<file path="config.mk">
export PLATFORM = sky130hd
export DESIGN_NAME = key_event_scheduler
export DESIGN_NICKNAME = d
export VERILOG_FILES = /design/src/rtl/key_event_scheduler.sv
export SDC_FILE = /design/constraint.sdc
export NUM_CORES = 1
export LEC_CHECK = 0
export CORE_MARGIN = 3
export CORE_UTILIZATION = 50
export DETAILED_ROUTE_END_ITERATION = 16
export PLACE_DENSITY = 0.7
export SLEW_MARGIN = 10
export SYNTH_ARGS = -nofsm -noshare
export SYNTH_HDL_FRONTEND = slang
export SYNTH_SLANG_ARGS = --single-unit
</file>
<file path="constraint.sdc">
create_clock -name clk -period 2.2 [get_ports clk]
set_input_delay 0.33 -clock clk [delete_from_list [all_inputs] [get_ports clk]]
set_output_delay 0.33 -clock clk [all_outputs]
set_load 0.02 [all_outputs]
</file>
<file path="src/rtl/key_event_scheduler.sv">
// key_event_scheduler
//   Turns debounced switch levels into press / long / repeat key events,
//   arbitrates them (lowest key first, press > long > repeat) and queues
//   them in a small FIFO read through a valid/ready port.
//   Optional feature macro: KEY_REPEAT_EN (auto-repeat events while held long).
//
//   Event port handshake: an event transfers on every clk edge where
//   evt_valid and evt_ready are both high. evt_valid never depends on
//   evt_ready, and once evt_valid is high the head {evt_key, evt_type}
//   stays unchanged until that transfer happens.
module key_event_scheduler #(
    parameter int NUM_KEYS     = 5,
    parameter int HOLD_TICKS   = 10,
    parameter int REPEAT_TICKS = 2,
    parameter int FIFO_DEPTH   = 4
) (
    input  logic                  clk,
    input  logic                  rst,
    input  logic                  tick_10hz,
    input  logic [NUM_KEYS-1:0]   sw,
    output logic                  evt_valid,
    input  logic                  evt_ready,
    output logic [2:0]            evt_key,
    output logic [1:0]            evt_type,
    output logic                  ovf,
    input  logic                  ovf_clr,
    output logic [2*NUM_KEYS-1:0] dbg_key_state
);

    localparam int CW = ($clog2(HOLD_TICKS + REPEAT_TICKS) > 4) ?
                        $clog2(HOLD_TICKS + REPEAT_TICKS) : 4;
    localparam int AW = $clog2(FIFO_DEPTH);

    localparam logic [CW-1:0] HOLD_LAST = CW'(HOLD_TICKS - 1);
`ifdef KEY_REPEAT_EN
    localparam logic [CW-1:0] REP_LAST  = CW'(REPEAT_TICKS - 1);
`endif

    localparam logic [1:0] T_PRESS = 2'b00;
    localparam logic [1:0] T_LONG  = 2'b01;
    localparam logic [1:0] T_REP   = 2'b10;

    typedef enum logic [1:0] {
        ST_IDLE = 2'd0,
        ST_HELD = 2'd1,
        ST_LONG = 2'd2
    } key_state_t;

    logic [NUM_KEYS-1:0] sw_q;
    logic [NUM_KEYS-1:0] press;
    logic [NUM_KEYS-1:0] rel;

    key_state_t    state_q [NUM_KEYS];
    key_state_t    state_d [NUM_KEYS];
    logic [CW-1:0] cnt_q   [NUM_KEYS];
    logic [CW-1:0] cnt_d   [NUM_KEYS];

    logic [NUM_KEYS-1:0] gen_press, gen_long;
    logic [NUM_KEYS-1:0] pend_press, pend_long;
`ifdef KEY_REPEAT_EN
    logic [NUM_KEYS-1:0] gen_rep;
    logic [NUM_KEYS-1:0] pend_rep;
`endif
    logic [NUM_KEYS-1:0] pend_any;
    logic                drop;

    logic                grant;
    logic [NUM_KEYS-1:0] grant_oh;
    logic [2:0]          grant_key;
    logic [1:0]          grant_type;

    logic [AW:0] wr_ptr, rd_ptr;
    logic [4:0]  mem [FIFO_DEPTH];
    logic        full, empty, pop;

    assign press = sw & ~sw_q;
    assign rel   = ~sw & sw_q;

    // Per-key hold FSM: next state, hold counter and generated events.
    always_comb begin
        gen_press = '0;
        gen_long  = '0;
`ifdef KEY_REPEAT_EN
        gen_rep   = '0;
`endif
        for (int k = 0; k < NUM_KEYS; k++) begin
            state_d[k] = state_q[k];
            cnt_d[k]   = cnt_q[k];
            if (rel[k]) begin
                state_d[k] = ST_IDLE;
                cnt_d[k]   = '0;
            end else if (press[k]) begin
                // A press in a tick cycle restarts the hold; the tick is ignored.
                state_d[k]   = ST_HELD;
                cnt_d[k]     = '0;
                gen_press[k] = 1'b1;
            end else if (tick_10hz) begin
                case (state_q[k])
                    ST_HELD: begin
                        if (cnt_q[k] == HOLD_LAST) begin
                            gen_long[k] = 1'b1;
                            cnt_d[k]    = '0;
                            state_d[k]  = ST_LONG;
                        end else begin
                            cnt_d[k] = cnt_q[k] + 1'b1;
                        end
                    end
`ifdef KEY_REPEAT_EN
                    ST_LONG: begin
                        if (cnt_q[k] == REP_LAST) begin
                            gen_rep[k] = 1'b1;
                            cnt_d[k]   = '0;
                        end else begin
                            cnt_d[k] = cnt_q[k] + 1'b1;
                        end
                    end
`endif
                    default: ;
                endcase
            end
        end
    end

    // Per-key FSM state and hold counter registers.
    always_ff @(posedge clk or negedge rst) begin
        if (!rst) begin
            for (int k = 0; k < NUM_KEYS; k++) begin
                state_q[k] <= ST_IDLE;
                cnt_q[k]   <= '0;
            end
        end else begin
            for (int k = 0; k < NUM_KEYS; k++) begin
                state_q[k] <= state_d[k];
                cnt_q[k]   <= cnt_d[k];
            end
        end
    end

    // Expose every key state, two bits per key, key 0 in the low bits.
    always_comb begin
        dbg_key_state = '0;
        for (int k = 0; k < NUM_KEYS; k++) begin
            dbg_key_state[2*k +: 2] = state_q[k];
        end
    end

    // An event arriving while its pending bit is still set is lost.
    always_comb begin
        pend_any = pend_press | pend_long;
        drop     = (|(gen_press & pend_press)) | (|(gen_long & pend_long));
`ifdef KEY_REPEAT_EN
        pend_any = pend_any | pend_rep;
        drop     = drop | (|(gen_rep & pend_rep));
`endif
    end

    // Arbiter: lowest pending key wins, press before long before repeat.
    // A full FIFO blocks the grant even when a pop happens this cycle.
    always_comb begin
        grant      = 1'b0;
        grant_oh   = '0;
        grant_key  = '0;
        grant_type = T_PRESS;
        if (!full) begin
            for (int k = NUM_KEYS - 1; k >= 0; k--) begin
                if (pend_any[k]) begin
                    grant       = 1'b1;
                    grant_oh    = '0;
                    grant_oh[k] = 1'b1;
                    grant_key   = 3'(k);
                    if (pend_press[k])     grant_type = T_PRESS;
                    else if (pend_long[k]) grant_type = T_LONG;
                    else                   grant_type = T_REP;
                end
            end
        end
    end

    // Edge-detect register, pending bits and sticky overflow flag.
    always_ff @(posedge clk or negedge rst) begin
        if (!rst) begin
            sw_q       <= '0;
            pend_press <= '0;
            pend_long  <= '0;
`ifdef KEY_REPEAT_EN
            pend_rep   <= '0;
`endif
            ovf        <= 1'b0;
        end else begin
            sw_q       <= sw;
            pend_press <= (pend_press & ~(grant_oh & {NUM_KEYS{grant_type == T_PRESS}}))
                          | (gen_press & ~pend_press);
            pend_long  <= (pend_long & ~(grant_oh & {NUM_KEYS{grant_type == T_LONG}}))
                          | (gen_long & ~pend_long);
`ifdef KEY_REPEAT_EN
            pend_rep   <= (pend_rep & ~(grant_oh & {NUM_KEYS{grant_type == T_REP}}))
                          | (gen_rep & ~pend_rep);
`endif
            if (ovf_clr)   ovf <= 1'b0;
            else if (drop) ovf <= 1'b1;
        end
    end

    assign empty     = (wr_ptr == rd_ptr);
    assign full      = (wr_ptr[AW] != rd_ptr[AW]) && (wr_ptr[AW-1:0] == rd_ptr[AW-1:0]);
    assign evt_valid = ~empty;
    assign pop       = evt_valid & evt_ready;
    assign {evt_key, evt_type} = empty ? 5'd0 : mem[rd_ptr[AW-1:0]];

    // FIFO pointers; the wrap bit separates full from empty.
    always_ff @(posedge clk or negedge rst) begin
        if (!rst) begin
            wr_ptr <= '0;
            rd_ptr <= '0;
        end else begin
            if (grant) wr_ptr <= wr_ptr + 1'b1;
            if (pop)   rd_ptr <= rd_ptr + 1'b1;
        end
    end

    // FIFO storage; entries are only read while valid, so no reset needed.
    always_ff @(posedge clk) begin
        if (grant) mem[wr_ptr[AW-1:0]] <= {grant_key, grant_type};
    end

endmodule

</file>
Word-level counts from Yosys, hierarchy flattened
Memory sizes are Yosys's and may differ from the RTL's.
Index checks and enable logic that the tools add are counted.
{"block": "classes", "add_sub_neg": 7, "order_cmp": 0, "shift": 0, "n_mul": 0, "n_reduce_logical": 30, "mux": 124, "eq_ne": 14, "div": 0, "n_bitwise": 22}
{"cell": "two-way mux 4 bit", "count": 25}
{"cell": "two-way mux 2 bit", "count": 41}
{"cell": "AND 5 bit", "count": 10}
{"cell": "two-way mux 1 bit", "count": 45}
{"cell": "nonzero test 3 bit", "count": 15}
{"cell": "two-way mux 5 bit", "count": 7}
{"cell": "NOT 5 bit", "count": 6}
{"cell": "adder 4 x 1 -> 4 bit, second input constant", "count": 5}
{"cell": "== test 4 bit, second input constant", "count": 5}
{"cell": "two-way mux 3 bit", "count": 6}
{"cell": "OR 5 bit", "count": 3}
{"cell": "AND reduction 3 bit", "count": 5}
{"cell": "== test 2 x 1 -> 1 bit, second input constant", "count": 6}
{"cell": "AND reduction 2 bit", "count": 5}
{"cell": "OR reduction 5 bit", "count": 2}
{"cell": "adder 3 x 1 -> 3 bit, second input constant", "count": 2}
{"cell": "== test 3 bit", "count": 1}
{"cell": "== test 2 bit", "count": 1}
{"cell": "logical NOT 2 bit", "count": 1}
{"cell": "nonzero test 2 bit", "count": 1}
{"cell": "AND 1 bit", "count": 1}
{"cell": "logical AND 1 bit", "count": 1}
{"cell": "!= test 1 bit", "count": 1}
{"cell": "NOT 1 bit", "count": 1}
{"cell": "OR 1 bit", "count": 1}
{"block": "word_totals", "word_cells": 214, "n_memories": 1, "romBits": 0, "register_bits": 52, "ram_bits": 20, "inputBits": 10, "output_inout_bits": 17, "latch_bits": 0}
{"name": "mem", "depth": 4, "word_bits": 5, "rd": 1, "rd_ports_with_merged_regs": 0, "wr": 1, "line": "73", "text": "logic [4:0] mem [FIFO_DEPTH];"}

Longest topological paths before layout
Gate-level depths: netlist of the first run.
{"block": "depth", "word_depth": 13, "depth_mapped": 7, "ltp_nobuf": 7}

Worst setup path before layout of the first run
OpenSTA, ideal clock, no wires.
{"block": "synth_timing", "path_type": "flip-flop to flip-flop", "from": "register pend_press[1]", "to": "memory mem[0][0] (enable)", "stages_incl_launch_ff": 5, "t_arrival_ps": 1499, "setup_time_ps": 251, "required_ps": 1949, "path_slack_ps": 450, "n_path_buf": 0, "period_less_slack_ps": 1750, "cell_sequence": "dfrtp_1 -> or3_4 -> nor4_4 -> a31oi_4 -> and2_2"}
{"block": "synth_between", "elab_chain_len": 6}
{"item": "start, declared", "line": "59", "text": "logic [NUM_KEYS-1:0] pend_press, pend_long;"}
{"item": "start signal, assigned", "line": "191", "text": "pend_press <= (pend_press & ~(grant_oh & {NUM_KEYS{grant_type == T_PRESS}}))"}
{"item": "OR 5 bit", "line": "149", "text": "pend_any = pend_press | pend_long;"}
{"item": "two-way mux 1 bit (2 in series)", "line": "166", "text": "if (pend_any[k]) begin"}
{"item": "two-way mux 1 bit", "line": "164", "text": "if (!full) begin"}
{"item": "two-way mux 1 bit", "line": "223", "text": "if (grant) mem[wr_ptr[AW-1:0]] <= {grant_key, grant_type};"}
{"item": "two-way mux 1 bit (not written as such)", "line": "223"}
{"item": "end, declared", "line": "73"}
No other way between the ends.

Final worst setup path of the first run
{"block": "layout_timing", "from": "register rd_ptr[0]", "to": "output port evt_key[1]"}
{"block": "layout_between", "elab_chain_len": 2, "word_cells_on_any_way": 3, "cone_classes": "eq/ne: 1; mux: 1; memory: 1"}
{"item": "start, declared", "line": "72", "text": "logic [AW:0] wr_ptr, rd_ptr;"}
{"item": "start signal, assigned", "line": "217", "text": "if (pop) rd_ptr <= rd_ptr + 1'b1;"}
{"item": "memory read (4 x 5 bit) / == test 3 bit (equally long branches)"}
{"item": "two-way mux 5 bit (*)", "line": "208", "text": "assign {evt_key, evt_type} = empty ? 5'd0 : mem[rd_ptr[AW-1:0]];"}
{"item": "end, declared", "line": "23", "text": "output logic [2:0] evt_key,"}
Mark *: on every way between the ends. The rest lies on a longest branch, timed or not.

==> impl_metrics.csv, run 1 <==
group,metric,value,unit
status,outcome,"completed",
critical_path,worstSetupPathType,"reg -> out",
cts,htreeDepth,3,
layout,drive_gt1_share,12.86,%
floorplanning,rows,29,
timing,worst_pin_slew,0.5474,ns
synthesis,netlist_area,0.003513,mm²
synthesis,ys.flop_type,"dfrtp_1",
floorplanning,initial_core_util,53.50,%
layout,syn2layout_area_growth,19.34,%
critical_path,path_buf_inv,1,
grt,antenna_found_initial,0,
cts,clock_latency,0.34,ns
critical_path,critPathCaptureType,"primary output",
synthesis,synth_edf_count,16,
drt,vias,2532,
floorplanning,dieWidth,89.83,µm
drt,ant_nets,0,
layout,n_antenna_cell,0,
timing,max_freq,0.4771,GHz
grt,grt_pass1_vias,2561,
run,cap_violations,0,
placement,numPortBuffers,25,
drt,drc,0,
floorplanning,pin_count,27,
power_and_ir_drop,power_density,1172,mW/mm²
synthesis,synth_area_leaders,"dfrtp_1, edfxtp_1, ha_1",
critical_path,worstPathRequired,1.87,ns
drt,first_iter_violations,174,
timing,drv_slew,0,
placement,dp_hpwl,4691,µm
grt,grt_pass1_wl,11540,µm
critical_path,cp_max_fo,6,
drt,wl_per_cell,13.36,µm
power_and_ir_drop,peakVddDrop,0.0005586,V
drt,routed_wl,6333,µm
placement,gp_congestion,0.8314,
cts,cts_tree,"yes",
drt,dr.pass1.iters,4,
synthesis,yosysUniqueCellTypes,49,
layout,fin_util,63.84,%
layout,nNetsFinal,411,
cts,cts_sinks,68,
timing,min_period,2.096,ns
synthesis,synth.ff_latch_count,68,
grt,gr-total-overflow,0,
power_and_ir_drop,finalPower,4.914,mW
timing,setup_viol,0,
hold_path,hold_class,"reg -> reg",
floorplanning,coreArea,0.006568,mm²
synthesis,seq_area_frac_synth,50.71,%
critical_path,cp_top_family,"multiplexers",
synthesis,synthCells,329,
synthesis,yosysWarnings,0,
floorplanning,dieArea,0.008069,mm²
timing,hold_viol,0,
timing,fin_setup_tns,0,ns
power_and_ir_drop,p_leak,1.846,nW
critical_path,crit_chain,"mux4_2 > and2_1 > dlygate4sd2_1",
synthesis,synth_nets,364,
grt,grt_usage,17.35,%
cts,cts_root_buf,"clkbuf_8",
critical_path,start_kind,"flop",
grt,grt_max_degree,53,
drt,avgViaCountPerCell,5.342,
synthesis,yosys.area.top_type,"dfrtp_1",
layout,layout_commonest_cell,"dfrtp_1",
cts,path_clk_slew,0.07,ns
critical_path,slowest_delay,0.50,ns
critical_path,crit_slowest_cell,"mux4_2",
cts,cts_max_path_buffers,2,
synthesis,async_flop_share,76.47,%
timing,post-route-period-util,95.28,%
critical_path,worst_ep_arrival_time,1.77,ns
synthesis,synth.top_cell.area_share,37.04,%
layout,final_cell_mix,"dfrtp_1, o21ai_0, nand2_1, ha_1, nor2_1",
synthesis,syn_area_per_cell,10.68,µm²
cts,numCtsBuffers,9,
timing,max_slew_margin,63.23,%
floorplanning,fp.dieH,89.83,µm
timing,rsz0062_at_grt,"no",
timing,skew,0.009708,ns
sequential cells by signal, summed over array words and instances (netlist names):
name,flops
dbg_key_state,10
ovf,1
mem,16
pend_press,5
wr_ptr,3
sw_q,5
cnt_q,20
pend_long,5
rd_ptr,3
cell usage after synthesis, types with 3 or more instances:
cell type	count
nor2b_1	6
and2_1	4
ha_1	25
nor3_1	12
nand2_1	30
nand4b_1	3
o31ai_1	5
nand3b_1	5
nor2_1	24
nand3_1	7
xnor2_1	4
o21bai_1	3
inv_1	22
a31oi_1	4
a21oi_1	4
mux4_2	4
o2111ai_1	3
and3_1	3
a22oi_1	4
nand2b_1	7
xor2_1	3
edfxtp_1	16
and2_2	3
dfrtp_1	52
o22a_1	5
o21ai_0	40
cell families after synthesis:
logic type                 Yosys count  share of synthesized area [%]
muxes                                6                          3.205
xor gates and xnor gates             7                          1.745
AOI/OAI and AO/OA                   79                          14.60
adders and majority gates           25                          8.903
DFF                                 68                          50.71
and+or+nand+nor                    116                          17.66
other                                1                         0.1067
buffers and inverters               27                          3.063
routing by layer:
| layer | up-vias | share of wire [%] | track usage, % |
|---|---|---|---|
| li1 | 1276 | - | - |
| met1 | 1217 | 49 | 22.83 |
| met2 | 34 | 47 | 28.63 |
| met3 | 5 | 3.6 | 4.090 |
| met4 | 0 | 0.69 | 5.364 |
| met5 | - | 0 | 0 |
power by group:
group          internal, mW  switching, mW  total, mW
registers              1.74          0.284       2.03
clock network         0.662          0.444       1.11
logic                 0.829          0.953       1.78
total                  3.23           1.68       4.91
stage by stage:
stage          std cells  instance area [µm²]  hold WS (ns)  setup slack [ns]
4_1_cts              474                 4198        0.4870           0.01084
5_1_grt              474                 4193        0.5012           0.01909
3_3_place_gp         455                 3960        0.3454            0.1167
3_5_place_dp         455                 3960        0.3449           0.05425
6_report             474                 4193        0.4874            0.1039
2_1_floorplan        329                 3513       0.03441            0.4504
worst paths after layout:
path	from	end	slack [ns]	cells past startpoint
setup / recovery	rd_ptr[0]$_DFFE_PN0P_	evt_key[1]	0.10	3
hold / removal	cnt_q[19]$_DFFE_PN0P_	cnt_q[19]$_DFFE_PN0P_	0.49	1
setup reg to reg	pend_long[1]$_DFF_PN0_	pend_press[4]$_DFF_PN0_	0.20	5
hold reg to reg	cnt_q[19]$_DFFE_PN0P_	cnt_q[19]$_DFFE_PN0P_	0.49	1
max in group asynchronous	rst	sw_q[1]$_DFF_PN0_	1.46	3
min in group asynchronous	rst	rd_ptr[2]$_DFFE_PN0P_	0.50	3
timing repair:
action,CTS,global route
resized for setup,7,1
buffers inserted,2,0
hold buffers,1,0
setup endpoints to repair,5,1
cloned,0,0
hold endpoints to repair,51,0
area by class of cell:
| class | instances | area, µm² |
|---|---|---|
| inverter | 22 | 82.58 |
| sequential | 68 | 1783 |
| multi-input combinational | 234 | 1624 |
| clock inverter | 5 | 75.07 |
| timing repair buffer | 41 | 370.4 |
| clock buffer | 11 | 141.4 |
| tap | 93 | 116.4 |
| fill | 536 | 2375 |
(Power assumes the default switching activity.)
==> run 2: changes to the inputs <==
Settings changed: MAX_ROUTING_LAYER set to met4.
Clock period 2.2 ns to 2.14 ns, I/O delays scaled along.
==> run 2 against run 1 <==
Utilization grew 0.65 points. Cell count grew 0.42%. Setup slack lost 0.0096 ns. Flip-flop and latch count is the same. Clock power grew 11%. Critical path type unchanged. Die area is the same. Sequential power grew 3%.
==> impl_metrics.csv, run 2 (synthesized netlist as in run 1, its figures left out) <==
group,metric,value,unit
status,outcome,"completed",
grt,antenna_found_initial,0,
drt,wl_per_cell,13.83,µm
layout,layout_commonest_cell,"dfrtp_1",
power_and_ir_drop,p_comb_share,36.3,%
critical_path,worstPathRequired,1.82,ns
timing,layout_setup_ws,0.09431,ns
cts,numCtsBuffers,9,
drt,drc,0,
grt,grt_max_degree,32,
power_and_ir_drop,p_leak,1.865,nW
power_and_ir_drop,internal_power,3.438,mW
critical_path,start_kind,"flop",
hold_path,min_from,"cnt_q[3]$_DFFE_PN0P_",
timing,max_slew_margin,64.09,%
drt,ant_nets,0,
timing,worst_pin_slew,0.5386,ns
drt,first_iter_violations,111,
floorplanning,pin_count,27,
layout,max_flop_register,"cnt_q",
cts,cts_max_path_buffers,2,
cts,path_clk_slew,0.07,ns
floorplanning,initial_core_util,53.50,%
layout,fin_util,64.49,%
floorplanning,dieWidth,89.83,µm
critical_path,r2r_slack,0.28,ns
timing,skew,0.008000,ns
grt,grt_usage,18.33,%
layout,fillers,522,
layout,drive_gt1_share,14.10,%
layout,syn2layout_area_growth,20.55,%
timing,setup_viol,0,
critical_path,worst_ep_arrival_time,1.72,ns
floorplanning,rows,29,
critical_path,worstReg2RegEnd,"mem[0][2]$_DFFE_PP_",
critical_path,r2r_cells,5,
floorplanning,fp.dieH,89.83,µm
grt,grt_pass1_wl,11740,µm
floorplanning,dieArea,0.008069,mm²
timing,post-route-period-util,95.59,%
drt,vias,2561,
drt,met1_length,3088,µm
drt,dr.pass1.iters,4,
timing,hold_viol,0,
cts,cts_sinks,68,
power_and_ir_drop,peakVddDrop,0.0006093,V
power_and_ir_drop,seqPwrFrac,40.1,%
drt,met3_wirelength,143,µm
critical_path,r2r_start,"wr_ptr[1]$_DFFE_PN0P_",
timing,drv_slew,0,
cts,cts_tree,"yes",
hold_path,hold_end,"cnt_q[3]$_DFFE_PN0P_",
timing,fin_setup_tns,0,ns
floorplanning,coreArea,0.006568,mm²
drt,avgViaCountPerCell,5.380,
placement,dp_hpwl,4875,µm
layout,final_cell_mix,"dfrtp_1, o21ai_0, nand2_1, ha_1, nor2_1",
layout,nNetsFinal,413,
hold_path,hold_class,"reg -> reg",
drt,wl_met2,3267,µm
placement,gp_congestion,0.8179,
layout,n_antenna_cell,0,
critical_path,worstSetupPathType,"reg -> out",
power_and_ir_drop,switching_share,34.04,%
critical_path,critPathCaptureType,"primary output",
timing,min_period,2.046,ns
drt,top_layer,"met4",
cts,cts_root_buf,"clkbuf_8",
grt,grt_pass1_vias,2633,
critical_path,cp_max_fo,6,
cts,htreeDepth,3,
placement,post-place-ws,0.01598,ns
cts,clock_latency,0.34,ns
run,cap_violations,0,
drt,routed_wl,6582,µm
power_and_ir_drop,pwr-share-clk,23.6,%
grt,gr-total-overflow,0,
placement,numPortBuffers,25,
timing,max_freq,0.4888,GHz
power_and_ir_drop,p_sw,1.774,mW
power_and_ir_drop,power_density,1231,mW/mm²
hold_path,min_path_cells,1,
layout,largest_reg_flops,20,
==> run 2: cell count changes in the layout (fill, tap and decap cells not counted), sizes merged, moves of 2 or more <==
cell           change
clkbuf             -2
dlygate4sd2        -3
buf                +4
clkdlybuf4s15      +2
==> run 2: layout make-up <==
| cell class | count | area (µm²) | area share (%) |
|---|---|---|---|
| Tap cell | 93 | 116.4 | 2.747 |
| Inverter | 22 | 82.58 | 1.950 |
| Clock inverter | 6 | 102.6 | 2.422 |
| Sequential cell | 68 | 1783 | 42.10 |
| Multi-Input combinational cell | 234 | 1639 | 38.70 |
| Timing Repair Buffer | 43 | 384.1 | 9.069 |
| Clock buffer | 10 | 127.6 | 3.013 |
==> run 2: metrics by stage <==
step | std cells | hold WS, ns | area [µm²] | power, mW
finish | 476 | 0.4841 | 4235 | 5.212
global placement | 457 | 0.3374 | 3975 | 3.961
detailed placement | 457 | 0.3362 | 3975 | 4.049
global route | 476 | 0.4736 | 4235 | 5.585
CTS | 476 | 0.4714 | 4225 | 5.250
floorplan | 329 | 0.02541 | 3513 | 3.357
==> run 2: critical path, cell delays in order (launching register included) <==
cell	delay [ns]
dfrtp_2	0.45
buf_4	0.14
mux4_2	0.48
and2_1	0.17
buf_2	0.15
==> run 2: per-layer routing <==
| metal | global-route usage [%] | up-vias |
|---|---|---|
| li1 | - | 1279 |
| met1 | 22.70 | 1236 |
| met2 | 30.01 | 38 |
| met3 | 2.755 | 8 |
| met4 | 8.174 | 0 |
| met5 | - | - |
==> run 2: worst max path at each step <==
stage                             from                  end  slack [ns]  depth (start not counted)
3_3_place_gp     rd_ptr[0]$_DFFE_PN0P_          evt_type[0]        0.06                          3
6_report         rd_ptr[0]$_DFFE_PN0P_          evt_type[0]        0.09                          4
2_1_floorplan  pend_press[1]$_DFF_PN0_  mem[0][0]$_DFFE_PP_        0.39                          4
5_1_grt          rd_ptr[0]$_DFFE_PN0P_           evt_key[0]      -0.001                          4
3_5_place_dp     rd_ptr[0]$_DFFE_PN0P_          evt_type[0]        0.02                          3
4_1_cts          rd_ptr[0]$_DFFE_PN0P_           evt_key[2]        0.05                          3
==> run 2: repair_timing <==
| item | 4_1_cts | 5_1_grt |
|---|---|---|
| gates resized for setup | 13 | 3 |
| setup endpoints to repair | 5 | 2 |
| hold buffers | 1 | 0 |
| endpoints found under the hold margin | 21 | 0 |
| setup buffers | 2 | 0 |
==> run 2: power groups by stage <==
stage	combinational (mW)	sequential [mW]	clock [mW]
finish	1.89	2.09	1.23
global route	2.12	2.15	1.32
CTS	1.91	2.09	1.25
detailed placement	1.94	2.10	0
global placement	1.87	2.09	0
floorplan	1.30	2.05	0
